File: src/rtl/eth_rx_stream_reader.sv
// eth_rx_stream_reader: iob_eth register-bus master that drains one frame to a byte stream.
// Define ETH_RX_TIMEOUT_EN to add the poll timeout and its timeout pulse port.
`ifndef ETH_ADDR_W
`define ETH_ADDR_W 12
`endif
`ifndef ETH_STATUS
`define ETH_STATUS 0
`endif
`ifndef ETH_RCVACK
`define ETH_RCVACK 4
`endif
`ifndef ETH_RX_NBYTES
`define ETH_RX_NBYTES 8
`endif
`ifndef ETH_DATA
`define ETH_DATA 2048
`endif

module eth_rx_stream_reader #(
  parameter int ETH_ADDR_W = `ETH_ADDR_W,
  parameter int NBYTES     = 238,
  parameter int HDR_OFFSET = 14,
  parameter int TIMEOUT    = 100000
) (
  input  logic                  clk,
  input  logic                  rst,
  input  logic                  start,
  output logic                  busy,
  output logic                  done,
  output logic                  m_valid,
  output logic [7:0]            m_data,
  output logic                  m_last,
  input  logic                  m_ready,
  output logic                  eth_sel,
  output logic                  eth_we,
  output logic [ETH_ADDR_W-1:0] eth_addr,
  output logic [31:0]           eth_data_in,
  input  logic [31:0]           eth_data_out,
  input  logic                  eth_ready
`ifdef ETH_RX_TIMEOUT_EN
  ,
  output logic                  timeout
`endif
);

  localparam int CW = $clog2(NBYTES + 1);

  localparam logic [ETH_ADDR_W-1:0] A_NB =
    ETH_ADDR_W'(`ETH_RX_NBYTES);
  localparam logic [ETH_ADDR_W-1:0] A_ST =
    ETH_ADDR_W'(`ETH_STATUS);
  localparam logic [ETH_ADDR_W-1:0] A_ACK =
    ETH_ADDR_W'(`ETH_RCVACK);
  localparam logic [ETH_ADDR_W-1:0] A_RD0 =
    ETH_ADDR_W'(`ETH_DATA + HDR_OFFSET);
  localparam logic [CW-1:0] LAST = CW'(NBYTES - 1);

  if (NBYTES < 1 || NBYTES > 1500 || TIMEOUT < 1) begin : g_bad_cfg
    $error("eth_rx_stream_reader: illegal NBYTES or TIMEOUT");
  end

  typedef enum logic [2:0] {
    IDLE, CFG, POLL, RD, OUT, ACK, DONE
  } state_t;

  state_t        state;
  logic [CW-1:0] cnt;
  logic          xfer_end;
  logic          unused_rd_bits;

  // eth_ready only counts while our own select is up
  assign xfer_end       = eth_sel & eth_ready;
  assign unused_rd_bits = ^eth_data_out[31:8];

`ifdef ETH_RX_TIMEOUT_EN
  localparam int PW = $clog2(TIMEOUT + 1);
  logic [PW-1:0] pcnt;
  logic          pexp;
  assign pexp = (pcnt >= PW'(TIMEOUT));
`endif

  always_ff @(posedge clk or posedge rst) begin
    if (rst) begin
      state       <= IDLE;
      cnt         <= '0;
      busy        <= 1'b0;
      done        <= 1'b0;
      m_valid     <= 1'b0;
      m_data      <= '0;
      m_last      <= 1'b0;
      eth_sel     <= 1'b0;
      eth_we      <= 1'b0;
      eth_addr    <= '0;
      eth_data_in <= '0;
`ifdef ETH_RX_TIMEOUT_EN
      pcnt        <= '0;
      timeout     <= 1'b0;
`endif
    end else begin
      done <= 1'b0;
`ifdef ETH_RX_TIMEOUT_EN
      timeout <= 1'b0;
      if (state == POLL && !pexp)
        pcnt <= pcnt + 1'b1;
`endif
      unique case (state)
        IDLE: begin
          if (start && !done) begin
            busy  <= 1'b1;
            state <= CFG;
          end
        end
        CFG: begin
          if (xfer_end) begin
            eth_sel <= 1'b0;
            eth_we  <= 1'b0;
            state   <= POLL;
`ifdef ETH_RX_TIMEOUT_EN
            pcnt    <= '0;
`endif
          end else if (!eth_sel) begin
            eth_sel     <= 1'b1;
            eth_we      <= 1'b1;
            eth_addr    <= A_NB;
            eth_data_in <= 32'(NBYTES);
          end
        end
        POLL: begin
          if (xfer_end) begin
            eth_sel <= 1'b0;
            if (eth_data_out[1]) begin
              cnt   <= '0;
              state <= RD;
            end
`ifdef ETH_RX_TIMEOUT_EN
          end else if (!eth_sel && pexp) begin
            timeout <= 1'b1;
            busy    <= 1'b0;
            state   <= IDLE;
`endif
          end else if (!eth_sel) begin
            eth_sel  <= 1'b1;
            eth_we   <= 1'b0;
            eth_addr <= A_ST;
          end
        end
        RD: begin
          if (xfer_end) begin
            eth_sel <= 1'b0;
            m_data  <= eth_data_out[7:0];
            m_valid <= 1'b1;
            m_last  <= (cnt == LAST);
            state   <= OUT;
          end else if (!eth_sel) begin
            eth_sel  <= 1'b1;
            eth_we   <= 1'b0;
            eth_addr <= A_RD0 + ETH_ADDR_W'(cnt);
          end
        end
        OUT: begin
          if (m_ready) begin
            m_valid <= 1'b0;
            m_last  <= 1'b0;
            if (cnt == LAST) begin
              state <= ACK;
            end else begin
              cnt   <= cnt + 1'b1;
              state <= RD;
            end
          end
        end
        ACK: begin
          if (xfer_end) begin
            eth_sel <= 1'b0;
            eth_we  <= 1'b0;
            state   <= DONE;
          end else if (!eth_sel) begin
            eth_sel     <= 1'b1;
            eth_we      <= 1'b1;
            eth_addr    <= A_ACK;
            eth_data_in <= 32'd1;
          end
        end
        DONE: begin
          done  <= 1'b1;
          busy  <= 1'b0;
          state <= IDLE;
        end
        default: state <= IDLE;
      endcase
    end
  end

endmodule

File: config.mk
export PLATFORM = sky130hd
export DESIGN_NAME = eth_rx_stream_reader
export DESIGN_NICKNAME = d
export VERILOG_FILES = /design/src/rtl/eth_rx_stream_reader.sv
export SDC_FILE = /design/constraint.sdc
export NUM_CORES = 1
export LEC_CHECK = 0
export CAP_MARGIN = 25
export CORE_ASPECT_RATIO = 1.4
export CORE_UTILIZATION = 38
export CTS_CLUSTER_DIAMETER = 80
export DETAILED_ROUTE_END_ITERATION = 8
export PLACE_DENSITY = 0.86
export SYNTH_ARGS = -nofsm -noshare
export SYNTH_HDL_FRONTEND = slang
export SYNTH_SLANG_ARGS = --single-unit
File: constraint.sdc
create_clock -name clk -period 1.6 [get_ports clk]
set_input_delay 0.32 -clock clk [delete_from_list [all_inputs] [get_ports clk]]
set_output_delay 0.32 -clock clk [all_outputs]
set_load 0.02 [all_outputs]
==> Yosys cells after proc, flatten, opt, wreduce, memory -nomap -nowiden <==
Cells that the tools add are included.
{ "word_totals": {"register_bits": 69, "inputBits": 37} }
{ "op_classes": {"n_addsub": 2, "eq_ne": 26, "n_mux": 42, "bitwise_logic": 1, "reduce_logical": 20} }
{ "ops": {"columns": ["operator", "n"], "rows": [
  ["32-bit two-way mux", 4],
  ["12-bit two-way mux", 8],
  ["32-bit one-hot mux with 2 select lines", 1],
  ["12-bit one-hot mux with 4 select lines", 1],
  ["2-bit != test (second input constant)", 18],
  ["8-bit two-way mux", 4],
  ["3-bit two-way mux", 8],
  ["3-bit one-hot mux with 6 select lines", 1],
  ["8-bit one-hot mux with 2 select lines", 1],
  ["12-bit by 8-bit adder with 12-bit output (first input constant)", 1],
  ["1-bit two-way mux", 10],
  ["5-bit AND reduction", 2],
  ["2-bit nonzero test", 5],
  ["3-bit == test (second input constant)", 3],
  ["9-bit AND reduction", 1],
  ["8-bit by 1-bit adder with 8-bit output (second input constant)", 1],
  ["8-bit == test (second input constant)", 1],
  ["1-bit one-hot mux with 2 select lines", 4],
  ["7-bit AND reduction", 1],
  ["3-bit by 2-bit == test with 1-bit output (second input constant)", 2],
  ["2-bit AND reduction", 2],
  ["4-bit AND reduction", 1],
  ["4-bit nonzero test", 1],
  ["2-bit OR reduction", 2],
  ["8 further kinds", 8]
]} }

==> Longest topological paths before layout <==
Gate-level depths: netlist (run 1).
{ "depth": {"word_depth": 4, "ltp_mapped": 6, "mapped_depth_nobuf": 6} }

==> Least setup slack after synthesis (run 1) <==
No wires, ideal clock.
{ "synth_path": {"kind": "reg-to-reg", "from": "register cnt[1]", "to": "register cnt[2]", "setup_time_ns": 0.124, "t_arrival_ns": 1.481, "t_required_ns": 1.476, "path_slack_ns": -0.004, "stages_incl_launch_ff": 7, "synth_period_minus_slack_ns": 1.604, "cell_sequence": "dfrtp_1 inv_1 ha_1 nand4_1 o31ai_4 nor3b_1 a211o_1"} }
{ "synth_between": {"elab_chain_cells": 4, "word_cells_on_any_way": 7, "cone_classes": "1 x add/sub; 2 x eq/ne; 3 x mux; 1 x reduce/logical"} }
{ "synth_lines": {"columns": ["item", "line_no", "text"], "rows": [
  ["start: declaration", "67", "logic [CW-1:0] cnt;"],
  ["start signal: assignment", "167", "cnt <= cnt + 1'b1;"],
  ["8-bit by 1-bit adder with 8-bit output", "167", null],
  ["8-bit two-way mux", "164", "if (cnt == LAST) begin"],
  ["8-bit two-way mux", "161", "if (m_ready) begin"],
  ["8-bit one-hot mux with 2 select lines", "106", "unique case (state)"]
]} }
Parallel ways exist; a longest one is shown, timed or not. The select of a mux whose other input is x is not followed.
A chain may end at the register's enable or synchronous reset.

==> Final worst setup path (run 1) <==
Ends and elaborated chain as after synthesis.

==> results.yml, run 1 <==
clock_tree:
  holdBufCountCts: 0
  clock_tree.buffer_depth: 2
  clock_tree_from_tritoncts: "yes"
  later_pin_clock_latency_in_the_skew_report_ns: 0.29
  number_of_levels_in_the_clock_h_tree: 2
  clock_tree.root_cell: "sky130_fd_sc_hd__clkbuf_8"
  tritoncts_num_sinks: 37
  worst_setup_hold_path_clk_slew_ns: 0.07
  tritoncts.num_buffers: 5
die:
  floorplan.die.height_um: 89.7
  core_region_mm2: 0.00524
  die_w_um: 64.7
  initial_utilization_pct: 39.9
  die-area_mm2: 0.00580
  design.portCount: 95
  rows: 31
pwr:
  leakage_nw: 1.52
  worst_ir_drop_vdd_uv: 1040
  power_density_mw_per_mm2: 1590
sta:
  period_needed_ns: 1.71
  final_max_slew_viol_count: 0
  max_freq_ghz: 0.583
  finalHoldViolations: 0
  timing.final.crit_share_pct: 107
  clock_skew_ns: 0.00608
  grt_setup_unrepaired: "true"
  timing.final.setup_violations: 7
  postLayoutSetupSlackWorst_ns: -0.114
synthesis:
  synth.lib_cells_used.distinct: 48
  yosysSeqAreaShare_pct: 44.3
  synthFlopType: "sky130_fd_sc_hd__dfrtp_1"
  post_synth_instance_area_mm2: 0.00209
  cells_after_synth: 202
  flops_latches_synth: 37
  synth-async-reset-ratio_pct: 100
  yosys_warnings: 0
  synth-edff-count: 0
  avgSynthCellArea_um2: 10.3
worst_setup_path:
  critical_path_required_ns: 1.83
  reg2regPathDepth: 6
  worstSetupStartpointType: "flop"
  path_class: "flop to flop"
  worst_ep_arrival_time_ns: 1.94
  worstSetupEndpointType: "flop"
  critical_path_peak_fanout: 4
grt:
  grt_pass1_vias: 1657
  globalRouteOverflowTotal: 0
  antenna_found_initial: 0
  gr_util_all_layers_pct: 17.7
  first_pass_grt_wire_length_um: 7890
  grt_start_max_net_pins: 35
finish:
  synthToLayoutAreaGrowth_pct: 36.6
  final_core_util_pct: 54.5
  finish.cell_count_without_fillers: 334
  final_common_cell: "sky130_fd_sc_hd__dfrtp_1"
  drive_gt1_share_pct: 23.5
  layout.cells.most_common_list: "sky130_fd_sc_hd__dfrtp_1, sky130_fd_sc_hd__conb_1, sky130_fd_sc_hd__buf_4"
  antenna-diode-count: 0
  num-nets-final: 308
detailed_routing:
  dr.first_iter.drc_count: 44
  avgRoutedWirePerCell_um: 14.3
  drt_pass1_iterations: 4
  num_vias: 1658
  detail-route-antenna-nets: 0
  wirelength_um: 4770
  drt_drc_violations_left: 0
  detail_route.vias_per_cell: 4.96
placed_design:
  dpl.hpwl_um: 3550
  buffer_ports.inserted: 43
  gp_congestion: 0.853
  placedCellCount: 324
run_status:
  run_status: "complete, but fails checks"
  failed_checks: "setup timing"
min_path:
  min_path_type: "input pin to asynchronous set/reset pin"
run:
  drv.max_cap_violation_count: 0
-- layer usage --
layer / part of all wire (%) / vias to the layer above / track usage [%] / wire, um
met5: 0 / - / 0 / 0
met4: 4.4 / 0 / 10.7 / 209
met3: 3.9 / 17 / 4.70 / 186
met2: 54 / 62 / 30.5 / 2560
met1: 38 / 797 / 18.7 / 1820
li1: - / 782 / - / -
-- flip-flops by register name (all words and copies together) (netlist names), 2 cells and up --
signal / cells
cnt: 8
eth_addr: 10
eth_data_in: 2
m_data: 8
state: 3
-- cells in the mapped netlist, drive strengths merged, types with 2 or more instances --
master  number  area [um^2]
xor2         3         26.3
nand2b       2         12.5
inv          6         22.5
a31oi        2         12.5
mux2        11          124
a21oi        6         30.0
a32o         2         20.0
nand2       18         67.6
or3          4         30.0
nand3        6         30.0
o211ai       2         20.0
a22o         6         52.6
ha           4         50.1
o21a         2         15.0
buf         39          299
o31ai        2         28.8
o22a         3         26.3
a21o         2         15.0
a21boi       2         15.0
nor2b        2         12.5
dfrtp       37          926
xnor2        2         17.5
nor2         7         26.3
nor3b        3         22.5
o21ai       12         63.8
-- stage by stage --
step | hold WS, ns | instance area (um^2) | setup slack [ns] | TNS (ns) | total power [W]
global placement | 0.459 | 2630 | -0.271 | -2.59 | 0.00374
floorplan | 0.470 | 2190 | 0.00621 | 0 | 0.00290
finish | 0.229 | 2850 | -0.114 | -0.258 | 0.00453
CTS | 0.224 | 2750 | -0.0603 | -0.201 | 0.00445
global route | 0.226 | 2850 | -0.211 | -0.999 | 0.00482
detailed placement | 0.471 | 2630 | -0.297 | -3.21 | 0.00382
-- worst paths after layout --
check	start	endpoint	slack (ns)
min	rst	m_data[5]	0.23
max in group asynchronous	rst	cnt[2]	0.94
max reg2reg	cnt[1]	cnt[2]	-0.11
max	cnt[1]	cnt[2]	-0.11
min reg2reg	m_valid	m_valid	0.48
min in group clk	m_valid	m_valid	0.48
-- cell type report --
type,instances,area [um^2]
clock buffers,8,80.1
inverters,6,22.5
repair buffers,72,718
multi-input cells,145,1020
fillers,459,2380
flip-flops and latches,37,926
well taps,66,82.6
-- power breakdown --
group / switching (W) / internal (W)
logic: 0.00126 / 0.00118
registers: 0.000238 / 0.00124
clock network: 0.000309 / 0.000309
-- cell families after synthesis --
family | count (synthesis) | synth area share, %
buffers and inverters | 46 | 15.6
XOR/XNOR | 5 | 2.10
multiplexers | 12 | 6.41
AND/OR/NAND/NOR | 51 | 12.8
AO/OA/AOI/OAI | 46 | 16.2
other | 1 | 0.179
flip-flops | 37 | 44.3
adder cells (fa/ha/maj) | 4 | 2.40
-- worst max-delay path: stages (launching register included) --
cell                       delay [ns]
sky130_fd_sc_hd__dfrtp_1         0.40
sky130_fd_sc_hd__inv_2           0.09
sky130_fd_sc_hd__ha_4            0.12
sky130_fd_sc_hd__nand4_1         0.18
sky130_fd_sc_hd__or3_4           0.42
sky130_fd_sc_hd__a311oi_2        0.30
sky130_fd_sc_hd__a211o_1         0.14
-- repair_timing --
| item | CTS | global route |
|---|---|---|
| buffers inserted | 3 | 0 |
| setup endpoints to repair | 16 | 36 |
| pin swaps | 6 | 6 |
| resized for setup | 14 | 32 |
(Power assumes the default switching activity.)
==> run 2: changes to the inputs <==
Settings changed: REMOVE_ABC_BUFFERS set to 1.
==> run 2 against run 1 <==
  * Global-route usage down 1.9 points
  * The run still ends with setup timing left
  * Critical endpoint is now cnt[7]
  * Utilization is 1.5 points lower
  * Register-to-register slack gained 0.08 ns
  * Final cell count fell by 0.30%
==> results.yml, run 2 (synthesized netlist as in run 1, its figures left out) <==
sta:
  max_freq_ghz: 0.613
  clock_skew_ns: 0.00786
  finalHoldViolations: 0
  final_max_slew_viol_count: 0
  grt_setup_unrepaired: "true"
  postLayoutSetupSlackWorst_ns: -0.0309
  timing.final.setup_violations: 3
  timing.final.crit_share_pct: 102
  period_needed_ns: 1.63
grt:
  grt_pass1_vias: 1594
  gr_util_all_layers_pct: 15.8
  antenna_found_initial: 0
  grt_start_max_net_pins: 38
  globalRouteOverflowTotal: 0
  first_pass_grt_wire_length_um: 7230
worst_setup_path:
  critical_path_peak_fanout: 4
  worstSetupStartpointType: "flop"
  critical_path_required_ns: 1.78
  critical_path_buf_inv_count: 3
  worstPathCellList: "inv_2 -> ha_4 -> nand4_1 -> o31ai_4 -> buf_6 -> buf_6 -> a21oi_2 -> a21o_1"
  crit_path_top_delay_cell: "sky130_fd_sc_hd__dfrtp_1"
  path_class: "flop to flop"
  timing.critical_path.slowest_cell_delay_ns: 0.39
  worst_ep_arrival_time_ns: 1.81
  critical_path.most_common_cell: "sky130_fd_sc_hd__buf_6"
  critical-path-top-delay-family: "compound AO/OA/AOI/OAI gates"
  worstSetupEndpointType: "flop"
die:
  initial_utilization_pct: 39.9
  core_region_mm2: 0.00524
  rows: 31
  floorplan.die.height_um: 89.7
  design.portCount: 95
  die-area_mm2: 0.00580
  die_w_um: 64.7
finish:
  reg_top3: "eth_addr x10, cnt x8, m_data x8"
  ff_latch_area_um2: 927
  synthToLayoutAreaGrowth_pct: 32.8
  final_common_cell: "sky130_fd_sc_hd__dfrtp_1"
  largest_register_ffs: 10
  finish.instance_area_mm2: 0.00277
  largest_register: "eth_addr"
  drive_gt1_share_pct: 21.7
  antenna-diode-count: 0
  n_fill_cell: 473
  num-nets-final: 307
  multi_input_area_um2: 966
  layout.cells.most_common_list: "sky130_fd_sc_hd__dfrtp_1, sky130_fd_sc_hd__conb_1, sky130_fd_sc_hd__buf_4"
run_status:
  run_status: "complete, but fails checks"
  failed_checks: "setup timing"
pwr:
  worst_ir_drop_vdd_uv: 688
  power_density_mw_per_mm2: 1550
  fin_total_pwr_w: 0.00430
  leakage_nw: 1.47
clock_tree:
  clock_tree_from_tritoncts: "yes"
  tritoncts.num_buffers: 5
  number_of_levels_in_the_clock_h_tree: 2
  worst_setup_hold_path_clk_slew_ns: 0.08
  clock_tree.buffer_depth: 2
  later_pin_clock_latency_in_the_skew_report_ns: 0.29
  tritoncts_num_sinks: 37
  clock_tree.root_cell: "sky130_fd_sc_hd__clkbuf_8"
detailed_routing:
  avgRoutedWirePerCell_um: 12.8
  num_vias: 1624
  detail-route-antenna-nets: 0
  drt_drc_violations_left: 0
  drt_pass1_iterations: 4
  dr.first_iter.drc_count: 32
  detail_route.vias_per_cell: 4.88
  wirelength_um: 4270
min_path:
  min_path_type: "input pin to asynchronous set/reset pin"
placed_design:
  dpl.hpwl_um: 3210
  gp_congestion: 0.839
  buffer_ports.inserted: 43
  post_place_instance_area_mm2: 0.00261
run:
  drv.max_cap_violation_count: 0
run 2: path summary, 6_finish.rpt:
path                              start           end  slack, ns  cells past startpoint
max                              cnt[1]        cnt[7]      -0.03                      8
min                                 rst        cnt[6]       0.37                      3
max reg2reg                      cnt[1]        cnt[7]      -0.03                      8
min reg2reg                eth_addr[11]  eth_addr[11]       0.48                      1
max in group asynchronous           rst      state[1]       1.03                      3
min in group clk           eth_addr[11]  eth_addr[11]       0.48                      1
run 2: per-layer routing:
layer	track usage [%]	wire length (um)
met5	0	0
met4	7.04	68
met3	4.06	203
met2	27.3	2320
met1	18.0	1680
run 2: cell type report:
| type | instances | share of cell area (%) |
|---|---|---|
| multi-input cells | 145 | 34.8 |
| flip-flops and latches | 37 | 33.4 |
| repair buffers | 71 | 24.9 |
| well taps | 66 | 2.98 |
| clock buffers | 5 | 2.48 |
| inverters | 6 | 0.812 |
| clock inverters | 3 | 0.631 |
run 2: worst reg2reg max path: cells and delay by family, from the launching register on:
| family | cells | cell delay, ns |
|---|---|---|
| DFF | 1 | 0.39 |
| adders and majority gates | 1 | 0.11 |
| AOI/OAI and AO/OA | 3 | 0.53 |
| buffers and inverters | 3 | 0.34 |
| and+or+nand+nor | 1 | 0.16 |
run 2: metrics by stage:
step	setup WS (ns)	std cells	hold WS [ns]	util [%]	setup TNS, ns
2_1_floorplan	-0.00451	188	0.471	-	-0.00451
3_3_place_gp	-0.226	323	0.462	49.7	-2.43
3_5_place_dp	-0.232	323	0.471	49.7	-2.63
4_1_cts	-0.0390	331	0.370	51.4	-0.305
5_1_grt	-0.109	333	0.403	53.0	-0.608
6_report	-0.0309	333	0.369	53.0	-0.0498
run 2: report_power, final:
| part | internal, W | switching [W] |
|---|---|---|
| registers | 0.00124 | 0.000260 |
| logic | 0.00104 | 0.00113 |
| clock network | 0.000300 | 0.000335 |
run 2: repair_timing:
| item | CTS | global route |
|---|---|---|
| pin swaps | 2 | 6 |
| setup buffers | 0 | 2 |
| hold buffers | 0 | 0 |
| endpoints found under the setup margin | 23 | 35 |
| resized for setup | 11 | 25 |
==> run 3: changes to the inputs <==
Settings changed: PLACE_DENSITY 0.86 to not set, PLACE_DENSITY_LB_ADDON set to 0.08.
==> run 3 against run 2 <==
  * The flow still finishes with violations (setup timing)
  * Critical path type unchanged
  * Sequential share of layout area is 0.85 points lower
  * Non-clock buffer count increased by 7
  * Largest cell class unchanged
  * Maximum frequency decreased by 1.4%
  * Utilization is 1.3 points higher
  * Final cell count up 1.8%
  * Sequential cell count unchanged
==> results.yml, run 3 (synthesized netlist as in run 1, its figures left out) <==
worst_setup_path:
  worstPathCellList: "inv_2 -> ha_4 -> nand4_1 -> or3_4 -> a311oi_2 -> a211o_1"
  critical_path_buf_inv_count: 1
  worst_ep_arrival_time_ns: 1.89
  path_class: "flop to flop"
  worstSetupEndpointType: "flop"
  critical_path_required_ns: 1.84
  critical_path_peak_fanout: 4
  timing.critical_path.slowest_cell_delay_ns: 0.42
  worstSetupStartpointType: "flop"
  ff2ff_setup_slack_ns: -0.05
  crit_path_top_delay_cell: "sky130_fd_sc_hd__or3_4"
  critical-path-top-delay-family: "simple AND/OR/NAND/NOR gates"
grt:
  globalRouteOverflowTotal: 0
  grt_pass1_vias: 1693
  gr_util_all_layers_pct: 17.2
  antenna_found_initial: 0
  grt_start_max_net_pins: 38
  first_pass_grt_wire_length_um: 7840
finish:
  final_common_cell: "sky130_fd_sc_hd__dfrtp_1"
  synthToLayoutAreaGrowth_pct: 36.0
  reg_top3: "eth_addr x10, cnt x8, m_data x8"
  num-nets-final: 314
  n_fill_cell: 518
  drive_gt1_share_pct: 22.7
  layout.cells.most_common_list: "sky130_fd_sc_hd__dfrtp_1, sky130_fd_sc_hd__buf_4, sky130_fd_sc_hd__conb_1"
  largest_register: "eth_addr"
  antenna-diode-count: 0
  largest_register_ffs: 10
  finish.instance_area_mm2: 0.00284
sta:
  totalNegativeSetupSlack_ns: -0.135
  grt_setup_unrepaired: "true"
  postLayoutSetupSlackWorst_ns: -0.0536
  period_needed_ns: 1.65
  max_freq_ghz: 0.605
  final_max_slew_viol_count: 0
  clock_skew_ns: 0.00680
  fin_worst_hold_slack_ns: 0.373
  finalHoldViolations: 0
  timing.final.setup_violations: 4
  timing.final.crit_share_pct: 103
run_status:
  failed_checks: "setup timing"
  run_status: "complete, but fails checks"
clock_tree:
  later_pin_clock_latency_in_the_skew_report_ns: 0.29
  tritoncts_num_sinks: 37
  number_of_levels_in_the_clock_h_tree: 2
  clock_tree.buffer_depth: 2
  clock_tree_from_tritoncts: "yes"
  worst_setup_hold_path_clk_slew_ns: 0.07
  clock_tree.root_cell: "sky130_fd_sc_hd__clkbuf_8"
  tritoncts.num_buffers: 5
placed_design:
  buffer_ports.inserted: 43
  dpl.hpwl_um: 3310
  gp_congestion: 0.818
  place_ws_ns: -0.280
  post_place_instance_area_mm2: 0.00266
detailed_routing:
  avgRoutedWirePerCell_um: 13.0
  num_vias: 1648
  detail_route.vias_per_cell: 4.86
  dr.first_iter.drc_count: 58
  wirelength_um: 4420
  drt_pass1_iterations: 5
  detail-route-antenna-nets: 0
  drt_drc_violations_left: 0
die:
  die-area_mm2: 0.00580
  die_w_um: 64.7
  design.portCount: 95
  rows: 31
  core_region_mm2: 0.00524
  initial_utilization_pct: 39.9
  floorplan.die.height_um: 89.7
pwr:
  leakage_nw: 1.55
  worst_ir_drop_vdd_uv: 677
  netSwitchingFraction_pct: 38.9
  power.internal_w: 0.00271
  fin_total_pwr_w: 0.00443
  combinationalPowerShare_pct: 52.2
  power_density_mw_per_mm2: 1560
  netSwitchingPower_w: 0.00172
  p_seq_share_pct: 32.8
  p_clk_share_pct: 15.0
min_path:
  min_path_type: "input pin to asynchronous set/reset pin"
run:
  drv.max_cap_violation_count: 0
## run 3: cell count changes in the layout (fill, tap and decap cells not counted), sizes merged
cell | before | now
clkdlybuf4s50 | 18 | 15
buf | 28 | 35
dlygate4sd2 | 9 | 8
clkinvlp | 1 | 0
clkinv | 2 | 0
clkbuf | 5 | 7
dlymetal6s2s | 16 | 20
## run 3: area by class of cell
type                       instances  area (um^2)  area share, %
sequential                        37          926           32.6
inverter                           6         22.5          0.792
clock buffer                       7         86.3           3.04
timing repair buffer              78          753           26.5
tap                               66         82.6           2.90
multi-input combinational        145          972           34.2
## run 3: final timing paths
kind                              startpoint            to  cells past startpoint
worst min-delay path                     rst        cnt[7]                      3
max in group asynchronous                rst          done                      3
worst max-delay path                  cnt[1]        cnt[2]                      6
min in group clk                eth_addr[11]  eth_addr[11]                      1
worst max register to register        cnt[1]        cnt[2]                      6
worst min register to register  eth_addr[11]  eth_addr[11]                      1
## run 3: repair_timing
action | in CTS | in global routing
setup endpoints to repair | 16 | 39
endpoints found under the hold margin | 0 | 0
gates resized for setup | 14 | 26
pin swaps | 4 | 4
hold buffers | 0 | 0
buffers inserted | 2 | 0
## run 3: layer usage
metal / wire length [um] / global-route usage [%] / up-vias
li1: - / - / 790
met1: 1880 / 20.4 / 802
met2: 2290 / 29.6 / 51
met3: 190 / 4.57 / 5
met4: 59 / 5.56 / 0
met5: 0 / 0 / -
## run 3: worst reg2reg max path, delay by kind of cell (launching register included)
| family | cells | cell delay (ns) |
|---|---|---|
| adder cells (fa/ha/maj) | 1 | 0.12 |
| AO/OA/AOI/OAI | 2 | 0.39 |
| buffers and inverters | 1 | 0.08 |
| AND/OR/NAND/NOR | 2 | 0.61 |
| flip-flops | 1 | 0.40 |
## run 3: per-stage QoR
stage / utilization (%) / std cells
2_1_floorplan: - / 188
3_3_place_gp: 50.8 / 330
3_5_place_dp: 50.8 / 330
4_1_cts: 52.9 / 339
5_1_grt: 54.3 / 339
6_report: 54.3 / 339
## run 3: power by group through the flow
stage	clock (W)	combinational (W)	sequential, W
2_1_floorplan	0	0.000789	0.00189
3_3_place_gp	0	0.00238	0.00147
6_report	0.000665	0.00231	0.00145
3_5_place_dp	0	0.00238	0.00148
4_1_cts	0.000690	0.00234	0.00146
5_1_grt	0.000734	0.00250	0.00151
